### src/rtl/phase_scheduler.sv
// Round-robin traffic phase scheduler: latches sensor requests, offers one phase
// at a time to the light sequencer and ends its green on gap-out or max-out.
// Optional emergency preemption is compiled in with `define PREEMPT_EN.
module phase_scheduler #(
    parameter int N_PHASES   = 5,
    parameter int GAP_CYCLES = 5,
    parameter int MAX_CYCLES = 10,
    parameter int CTR_W      = 4
) (
    input  logic                          clk,
    input  logic                          reset,
    input  logic [N_PHASES-1:0]           req,
    input  logic                          seq_ready,
    input  logic                          seq_done,
`ifdef PREEMPT_EN
    input  logic                          preempt,
    input  logic [$clog2(N_PHASES)-1:0]   preempt_phase,
`endif
    output logic [N_PHASES-1:0]           grant,
    output logic                          grant_valid,
    output logic                          terminate,
    output logic [$clog2(N_PHASES)-1:0]   active_phase,
    output logic [N_PHASES-1:0]           pending
);

    localparam int IDX_W = $clog2(N_PHASES);

    typedef enum logic [2:0] {
        IDLE,
        ISSUE,
        GREEN,
        TERM,
        WAIT_DONE
    } state_t;

    state_t             state;
    logic [IDX_W-1:0]   ptr;
    logic [CTR_W-1:0]   gap_ctr;
    logic [CTR_W-1:0]   max_ctr;
    logic               preempt_grant;

    logic               rr_found;
    logic [IDX_W-1:0]   rr_idx;
    logic [IDX_W-1:0]   cand;
    logic               serving;
    logic               handshake;
    logic [N_PHASES-1:0] pending_next;
    logic               gap_out;
    logic               max_out;
    logic               preempt_ok;
    logic               preempt_other;
    logic               hold_green;
    logic               sel_valid;
    logic [IDX_W-1:0]   sel_idx;
    logic               green_end;

    function automatic logic [N_PHASES-1:0] to_onehot(input logic [IDX_W-1:0] idx);
        to_onehot      = '0;
        to_onehot[idx] = 1'b1;
    endfunction

    // Search starts just past the last served phase so every phase gets a turn.
    always_comb begin
        rr_found = 1'b0;
        rr_idx   = '0;
        cand     = '0;
        for (int k = 1; k <= N_PHASES; k++) begin
            cand = IDX_W'((int'(ptr) + k) % N_PHASES);
            if (!rr_found && pending[cand]) begin
                rr_found = 1'b1;
                rr_idx   = cand;
            end
        end
    end

    assign serving   = (state == GREEN) || (state == TERM) || (state == WAIT_DONE);
    assign handshake = (state == ISSUE) && grant_valid && seq_ready;

    // The phase being served does not re-request itself; a grant clears its own bit.
    assign pending_next = (pending | (req & ~(serving ? grant : {N_PHASES{1'b0}})))
                        & ~(handshake ? grant : {N_PHASES{1'b0}});

    assign gap_out = (gap_ctr == CTR_W'(GAP_CYCLES));
    assign max_out = (max_ctr == CTR_W'(MAX_CYCLES)) && (|(pending & ~grant));

`ifdef PREEMPT_EN
    assign preempt_ok    = preempt && (int'(preempt_phase) < N_PHASES);
    assign preempt_other = preempt_ok && (preempt_phase != active_phase);
    assign hold_green    = preempt_ok && (preempt_phase == active_phase);
    assign sel_idx       = preempt_ok ? preempt_phase : rr_idx;
`else
    assign preempt_ok    = 1'b0;
    assign preempt_other = 1'b0;
    assign hold_green    = 1'b0;
    assign sel_idx       = rr_idx;
`endif

    assign sel_valid = preempt_ok || rr_found;
    assign green_end = preempt_other || (gap_out && !hold_green) || max_out;

    always_ff @(posedge clk or negedge reset) begin
        if (!reset) begin
            state         <= IDLE;
            grant         <= '0;
            grant_valid   <= 1'b0;
            terminate     <= 1'b0;
            active_phase  <= '0;
            pending       <= '0;
            ptr           <= IDX_W'(N_PHASES - 1);
            gap_ctr       <= '0;
            max_ctr       <= '0;
            preempt_grant <= 1'b0;
        end else begin
            pending   <= pending_next;
            terminate <= 1'b0;
            unique case (state)
                IDLE: begin
                    grant       <= '0;
                    grant_valid <= 1'b0;
                    if (sel_valid) begin
                        grant         <= to_onehot(sel_idx);
                        active_phase  <= sel_idx;
                        grant_valid   <= 1'b1;
                        preempt_grant <= preempt_ok;
                        state         <= ISSUE;
                    end
                end
                ISSUE: begin
                    if (seq_ready) begin
                        grant_valid <= 1'b0;
                        if (!preempt_grant) begin
                            ptr <= active_phase;
                        end
                        gap_ctr <= '0;
                        max_ctr <= '0;
                        state   <= GREEN;
                    end
                end
                GREEN: begin
                    if (max_ctr != CTR_W'(MAX_CYCLES)) begin
                        max_ctr <= max_ctr + 1'b1;
                    end
                    if (req[active_phase]) begin
                        gap_ctr <= '0;
                    end else if (gap_ctr != CTR_W'(GAP_CYCLES)) begin
                        gap_ctr <= gap_ctr + 1'b1;
                    end
                    // A sequencer abort wins over any termination decision.
                    if (seq_done) begin
                        grant <= '0;
                        state <= IDLE;
                    end else if (green_end) begin
                        terminate <= 1'b1;
                        state     <= TERM;
                    end
                end
                TERM: begin
                    state <= WAIT_DONE;
                end
                WAIT_DONE: begin
                    if (seq_done) begin
                        grant <= '0;
                        state <= IDLE;
                    end
                end
                default: begin
                    state <= IDLE;
                end
            endcase
        end
    end

endmodule

### config.mk
export PLATFORM = sky130hd
export DESIGN_NAME = phase_scheduler
export DESIGN_NICKNAME = d
export VERILOG_FILES = /design/src/rtl/phase_scheduler.sv
export SDC_FILE = /design/constraint.sdc
export NUM_CORES = 1
export LEC_CHECK = 0
export ABC_AREA = 1
export CAP_MARGIN = 5
export CORE_UTILIZATION = 45
export DETAILED_ROUTE_END_ITERATION = 16
export GPL_ROUTABILITY_DRIVEN = 0
export PLACE_DENSITY = 0.66
export SETUP_SLACK_MARGIN = 0.5
export SLEW_MARGIN = 25
export SYNTH_ARGS = -nofsm -noshare
export SYNTH_HDL_FRONTEND = slang
export SYNTH_SLANG_ARGS = --single-unit
### constraint.sdc
create_clock -name clk -period 5.02 [get_ports clk]
set_input_delay 1.004 -clock clk [delete_from_list [all_inputs] [get_ports clk]]
set_output_delay 1.004 -clock clk [all_outputs]
set_load 0.05 [all_outputs]
==> Yosys cells after proc, flatten, opt, wreduce, memory -nomap -nowiden <==
Cells that the tools add are included.
{ "op_classes": {"reduce_logical": 28, "bitwise_logic": 7, "n_addsub": 7, "n_div": 5, "muxes": 47, "magnitude_cmp": 8, "eq_ne": 15} }
{ "ops": {"columns": ["operator", "count"], "rows": [
  ["32-bit by 4-bit modulo with 32-bit output, second input constant", 5],
  ["3-bit 2-to-1 mux", 10],
  ["3-bit by 4-bit less-than comparator with 1-bit output, second input constant", 7],
  ["5-bit 2-to-1 mux", 4],
  ["1-bit binary-select mux with 3-bit select", 6],
  ["1-bit 2-to-1 mux", 17],
  ["4-bit 2-to-1 mux", 4],
  ["4-bit case mux with 2 select lines", 2],
  ["5-bit bitwise AND", 3],
  ["5-bit inverter", 3],
  ["3-bit case mux with 5 select lines", 1],
  ["5-bit case mux with 2 select lines", 1],
  ["3-bit by 2-bit adder with 4-bit output, second input constant", 2],
  ["3-bit by 3-bit adder with 4-bit output, second input constant", 2],
  ["4-bit by 1-bit adder with 4-bit output, second input constant", 2],
  ["1-bit logical AND", 8],
  ["2-bit AND reduction", 4],
  ["3-bit by 2-bit == test with 1-bit output, second input constant", 2],
  ["2-bit inequality test, second input constant", 3],
  ["3-bit AND reduction", 2],
  ["2-bit nonzero test", 3],
  ["5-bit bitwise OR", 1],
  ["5-bit OR reduction", 1],
  ["3-bit by 1-bit adder with 4-bit output, second input constant", 1],
  ["other kinds (17)", 23]
]} }
{ "word_totals": {"elab_cells": 126, "ff_bits": 29, "out_inout_bits": 15} }

==> Longest topological paths before layout <==
{ "logic_depth": {"word_depth": 23, "ltp_mapped": 30, "depth_no_buf": 28} }

==> Least setup slack after synthesis <==
OpenSTA, ideal clock, no wires.
{ "synth_timing": {"kind": "register to register", "startpoint": "register ptr[0]", "endpoint": "register grant[1]", "t_arrival_ns": 3.354, "slack_ns": 1.548, "period_less_slack_ns": 3.472, "stages_incl_launch_ff": 26, "setup_ns": 0.118, "required_time_ns": 4.902, "path_cell_list": "dfrtp_1 -> buf_4 -> buf_4 -> inv_1 -> ha_1 -> ha_1 -> nor2_1 -> nand3_1 -> nand2_1 -> xor2_1 -> inv_1 -> ha_1 -> a21oi_1 -> nor2_2 -> nand2_1 -> nand2_1 -> o21ai_1 -> inv_1 -> nand3_1 -> nand3_1 -> nand2_2 -> nand4_1 -> nand3_1 -> nor2_1 -> nand2_1 -> nand2_1"} }
{ "synth_via": {"elab_chain_len": 23, "elab_cells_between_ends": 45} }
{ "synth_lines": {"columns": ["element", "line", "text"], "rows": [
  ["start: declaration", "37", "logic [IDX_W-1:0] ptr;"],
  ["start signal: assignment", "109", "ptr <= IDX_W'(N_PHASES - 1);"],
  ["start signal: assignment", "132", "ptr <= active_phase;"],
  ["3-bit by 1-bit adder with 4-bit output", "68", "cand = IDX_W'((int'(ptr) + k) % N_PHASES);"],
  ["32-bit by 4-bit modulo with 32-bit output", "68", null],
  ["1-bit binary-select mux with 3-bit select", "69", "if (!rr_found && pending[cand]) begin"],
  ["1-bit 2-to-1 mux (implied by the code)", "69", null],
  ["1-bit 2-to-1 mux", "69", null],
  ["1-bit logical NOT", "69", null],
  ["1-bit logical AND", "69", null],
  ["1-bit 2-to-1 mux", "69", null],
  ["[7 not listed]", null, null],
  ["1-bit logical AND", "69", null],
  ["3-bit 2-to-1 mux", "69", null],
  ["3-bit by 4-bit less-than comparator with 1-bit output (implied by the code) / 3-bit by 1-bit >= comparator with 1-bit output (equally long branches)", "59", "to_onehot[idx] = 1'b1;"],
  ["1-bit logical AND (implied by the code)", "59", null],
  ["1-bit 2-to-1 mux (implied by the code)", "59", null],
  ["1-bit demux with 3-bit select", "59", null],
  ["5-bit 2-to-1 mux (*)", "120", "if (sel_valid) begin"],
  ["5-bit case mux with 2 select lines (*)", "116", "unique case (state)"],
  ["end signal: assignment", "121", "grant <= to_onehot(sel_idx);"],
  ["end: declaration", "19", "output logic [N_PHASES-1:0] grant,"]
]} }
Every way passes the cells marked *; elsewhere a longest branch is shown, timed or not. The select of a mux whose other input is x is not followed.
A chain may end at the register's enable or synchronous reset.

==> Final worst setup path <==
{ "layout_timing": {"startpoint": "register ptr[1]", "endpoint": "register grant[0]"} }
The elaborated chain is that of the path after synthesis.

==> implementation parameters <==
Parameter                              Value

Status
  Run status ... finished clean

STA
  Final worst path period share ... 79.66%
  Worst Skew ... 6.207 ps
  Clock period minus final worst setup slack ... 3999 ps
  Achievable Freq ... 250.1 MHz
  Hold violation count in the final report ... 0
  Worst-Margin Slew ... 769.1 ps
  Worst slew margin relative to its limit ... 48.34%
  Total of endpoints with negative setup slack in the final report ... 0
  Unrepaired setup endpoints after global routing ... no
  Setup TNS after final layout ... 0 ps
  Max-slew violation total from the final report ... 0

Yosys
  Synth area leaders ... sky130_fd_sc_hd__dfrtp_1, sky130_fd_sc_hd__nand2_1, sky130_fd_sc_hd__ha_1
  Leading register cell type out of synthesis ... sky130_fd_sc_hd__dfrtp_1
  Share of the yosys chip area belonging to registers ... 24.55%
  Post-synth top area cell ... sky130_fd_sc_hd__dfrtp_1
  Synthesized area per cell ... 6.567 sq um
  Area of the mapped netlist ... 0.002962 sq mm
  Number of nets in the synthesized netlist ... 487
  Share of the synthesized area in the top cell type ... 23.66%
  Number of distinct library cell variants in the gate-level netlist after synthesis ... 37
  Post-synth EDFFs ... 0
  Synthesized instance count ... 451
  Total of flip-flops plus latches after synthesis ... 29
  Async set-reset flop share out of synthesis ... 100.0%
  Synth Warn # ... 0

Cells and area
  Layout-stage area growth over the synthesis result ... 13.48%
  Number of nets in the layout ... 515
  Number of diodes ... 0
  Share of post-route cells with drive strength above 1 ... 9.583%

Worst hold path
  Startpoint of the worst hold path ... max_ctr[3]$_DFFE_PN0P_
  Min-Delay Path Depth ... 1
  Type of the tightest min-delay check ... reg -> reg
  Hold Path End ... max_ctr[3]$_DFFE_PN0P_

Floorplanning
  Die X-Extent ... 83.13 um
  Vertical die dimension ... 83.13 um
  Row Count ... 29
  I/O Pins ... 24
  Initial core utilization ... 46.64%
  Placeable core region ... 0.006350 sq mm
  Die area ... 0.006910 sq mm

Drt
  Antenna Violating Nets Remaining ... 0
  Avg WL per Cell ... 13.65 um
  Final wirelength ... 7.603 mm
  Final routed DRC violation total ... 0
  Mean number of vias per cell ... 5.373
  Total vias in the final route ... 2993
  Initial drt markers ... 170
  Drt pass-1 iters ... 4

Critical path
  Maximum fanout along the worst path ... 9
  Data arrival time of the worst path ... 4160 ps
  Type of the setup path with the least slack ... reg -> reg
  Worst-case reg-to-reg path depth ... 23
  Flop-to-flop setup slack ... 1020 ps
  Start of the worst register-to-register path ... ptr[1]$_DFFE_PN0P_
  Required time at the worst-slack endpoint ... 5190 ps
  Worst Setup Start Kind ... flop
  Worst R2R End ... grant[0]$_DFFE_PN0P_
  Endpoint type of the worst setup path ... flop

Global routing
  First-pass GRT wire length ... 13.08 mm
  Via count of the first global-routing pass ... 2867
  Initial antenna violation count ... 0
  Remaining Overflow, GRT ... 0
  GRT Overall Usage ... 23.31%
  Pin count of the biggest net entering global routing ... 30

Place
  Post-DP HPWL ... 6.099 mm
  Port-buffer cells ... 23

Clock tree
  TritonCTS clock tree ... yes
  Number of H-tree levels ... 2
  Largest buffer count on any clock path ... 2
  Reg clk slew, reported paths ... 70 ps
  Clk sinks ... 29
  Clock latency on the worst-skew pair ... 270 ps
  Clk Tree Root Cell ... sky130_fd_sc_hd__clkbuf_8
  Num CTS Buffers ... 5

Flow run
  Max-cap violations ... 0
[area by class of cell]
class / instances / area [sq um]
multi-input combinational: 345 / 1938
inverter: 74 / 277.8
fill: 643 / 2989
clock buffer: 6 / 72.57
clock inverter: 2 / 10.01
timing repair buffer: 24 / 237.7
sequential: 29 / 728.2
tap: 77 / 96.34
[Yosys cell counts, types with 2 or more instances]
| cell type | count |
|---|---|
| sky130_fd_sc_hd__o21ai_0 | 26 |
| sky130_fd_sc_hd__o31ai_1 | 3 |
| sky130_fd_sc_hd__o22ai_1 | 4 |
| sky130_fd_sc_hd__nand3_2 | 5 |
| sky130_fd_sc_hd__nand2_1 | 114 |
| sky130_fd_sc_hd__nand3b_1 | 3 |
| sky130_fd_sc_hd__nand3_1 | 57 |
| sky130_fd_sc_hd__o21ai_1 | 3 |
| sky130_fd_sc_hd__a22oi_1 | 5 |
| sky130_fd_sc_hd__a21oi_1 | 17 |
| sky130_fd_sc_hd__nor2_1 | 28 |
| sky130_fd_sc_hd__nand2_2 | 10 |
| sky130_fd_sc_hd__o21ai_2 | 3 |
| sky130_fd_sc_hd__nor2_2 | 3 |
| sky130_fd_sc_hd__nor3_1 | 6 |
| sky130_fd_sc_hd__inv_1 | 69 |
| sky130_fd_sc_hd__inv_2 | 4 |
| sky130_fd_sc_hd__nand2_4 | 6 |
| sky130_fd_sc_hd__dfrtp_1 | 28 |
| sky130_fd_sc_hd__nand4_1 | 12 |
| sky130_fd_sc_hd__xor2_1 | 2 |
| sky130_fd_sc_hd__ha_1 | 27 |
| sky130_fd_sc_hd__buf_4 | 2 |
[worst max path at each step]
stage / start / end / slack [ps]
global placement: ptr[0]$_DFFE_PN0P_ / grant[1]$_DFFE_PN0P_ / 1130
detailed placement: ptr[0]$_DFFE_PN0P_ / grant[0]$_DFFE_PN0P_ / 890
floorplan: ptr[0]$_DFFE_PN0P_ / grant[1]$_DFFE_PN0P_ / 1550
global route: ptr[1]$_DFFE_PN0P_ / grant[4]$_DFFE_PN0P_ / 670
CTS: ptr[0]$_DFFE_PN0P_ / grant[0]$_DFFE_PN0P_ / 870
finish: ptr[1]$_DFFE_PN0P_ / grant[0]$_DFFE_PN0P_ / 1020
[per-stage QoR]
stage / util [%] / setup WS [ps] / cell area (sq um) / hold slack (ps) / cells
after floorplan: - / 1548 / 2962 / 486.6 / 451
after global placement: 51.61 / 1131 / 3277 / 507.2 / 549
after detailed placement: 51.61 / 886.9 / 3277 / 517.4 / 549
after CTS: 52.91 / 872.1 / 3359 / 530.8 / 557
after global routing: 52.93 / 669.6 / 3361 / 548.9 / 557
final: 52.93 / 1021 / 3361 / 526.7 / 557
[layer usage]
layer / vias up / part of all wire, % / GRT usage, %
li1: 1536 / - / -
met1: 1400 / 50 / 32.31
met2: 49 / 45 / 37.78
met3: 8 / 4.1 / 3.976
met4: 0 / 1.3 / 5.643
met5: - / 0 / 0
[sequential cells by signal, summed over array words and instances, names as in the netlist]
| name | count |
|---|---|
| state | 3 |
| terminate | 1 |
| max_ctr | 4 |
| active_phase | 3 |
| grant_valid | 1 |
| pending | 5 |
| ptr | 3 |
| grant | 5 |
| gap_ctr | 4 |
[cell usage in the layout (no fill, tap or decap), types with 6 or more instances in the layout]
master,Yosys,layout
sky130_fd_sc_hd__nand2_4,6,6
sky130_fd_sc_hd__ha_1,27,27
sky130_fd_sc_hd__o21ai_0,26,26
sky130_fd_sc_hd__nand4_1,12,12
sky130_fd_sc_hd__dfrtp_1,28,27
sky130_fd_sc_hd__nand3_1,57,57
sky130_fd_sc_hd__nand2_1,114,114
sky130_fd_sc_hd__inv_1,69,69
sky130_fd_sc_hd__nand2_2,10,10
sky130_fd_sc_hd__clkdlybuf4s50_1,0,23
sky130_fd_sc_hd__nor2_1,28,28
sky130_fd_sc_hd__nor3_1,6,6
sky130_fd_sc_hd__a21oi_1,17,17
[timing repair]
item | 4_1_cts | 5_1_grt
resized for setup | 0 | 1
endpoints found under the setup margin | 0 | 8
endpoints found under the hold margin | 0 | 0
buffers inserted | 0 | 0
hold buffers | 0 | 0
[critical path, stage by stage, from the launching register on]
cell and delay, ps:
sky130_fd_sc_hd__dfrtp_1 530, sky130_fd_sc_hd__inv_1 230, sky130_fd_sc_hd__ha_1 460, sky130_fd_sc_hd__ha_1 270, sky130_fd_sc_hd__nor2_1 100, sky130_fd_sc_hd__nand3_1 160, sky130_fd_sc_hd__nand2_1 120, sky130_fd_sc_hd__xor2_1 230
sky130_fd_sc_hd__inv_1 100, sky130_fd_sc_hd__ha_1 220, sky130_fd_sc_hd__a21oi_1 220, sky130_fd_sc_hd__nor2_2 80, sky130_fd_sc_hd__nand2_1 120, sky130_fd_sc_hd__nand2_1 60, sky130_fd_sc_hd__o21ai_1 150, sky130_fd_sc_hd__inv_1 100
sky130_fd_sc_hd__nand3_1 80, sky130_fd_sc_hd__nand3_1 80, sky130_fd_sc_hd__nand2_2 130, sky130_fd_sc_hd__nand4_1 110, sky130_fd_sc_hd__nand3_1 140, sky130_fd_sc_hd__nor2_1 80, sky130_fd_sc_hd__nand2_1 60, sky130_fd_sc_hd__nand2_1 50
[cell families (layout without fill, tap and decap cells)]
logic type               Yosys count  count (layout)  synth area share, %
AO/OA/AOI/OAI                     65              65                12.84
XOR/XNOR                           3               3               0.8874
adder cells (fa/ha/maj)           27              27                11.41
buffers and inverters             77             106                10.01
flip-flops                        29              29                24.55
AND/OR/NAND/NOR                  250             250                40.30
Power is left out: the tool's default activity adds up to more than one toggle a clock period on the data nets, which glitch-free logic cannot reach.
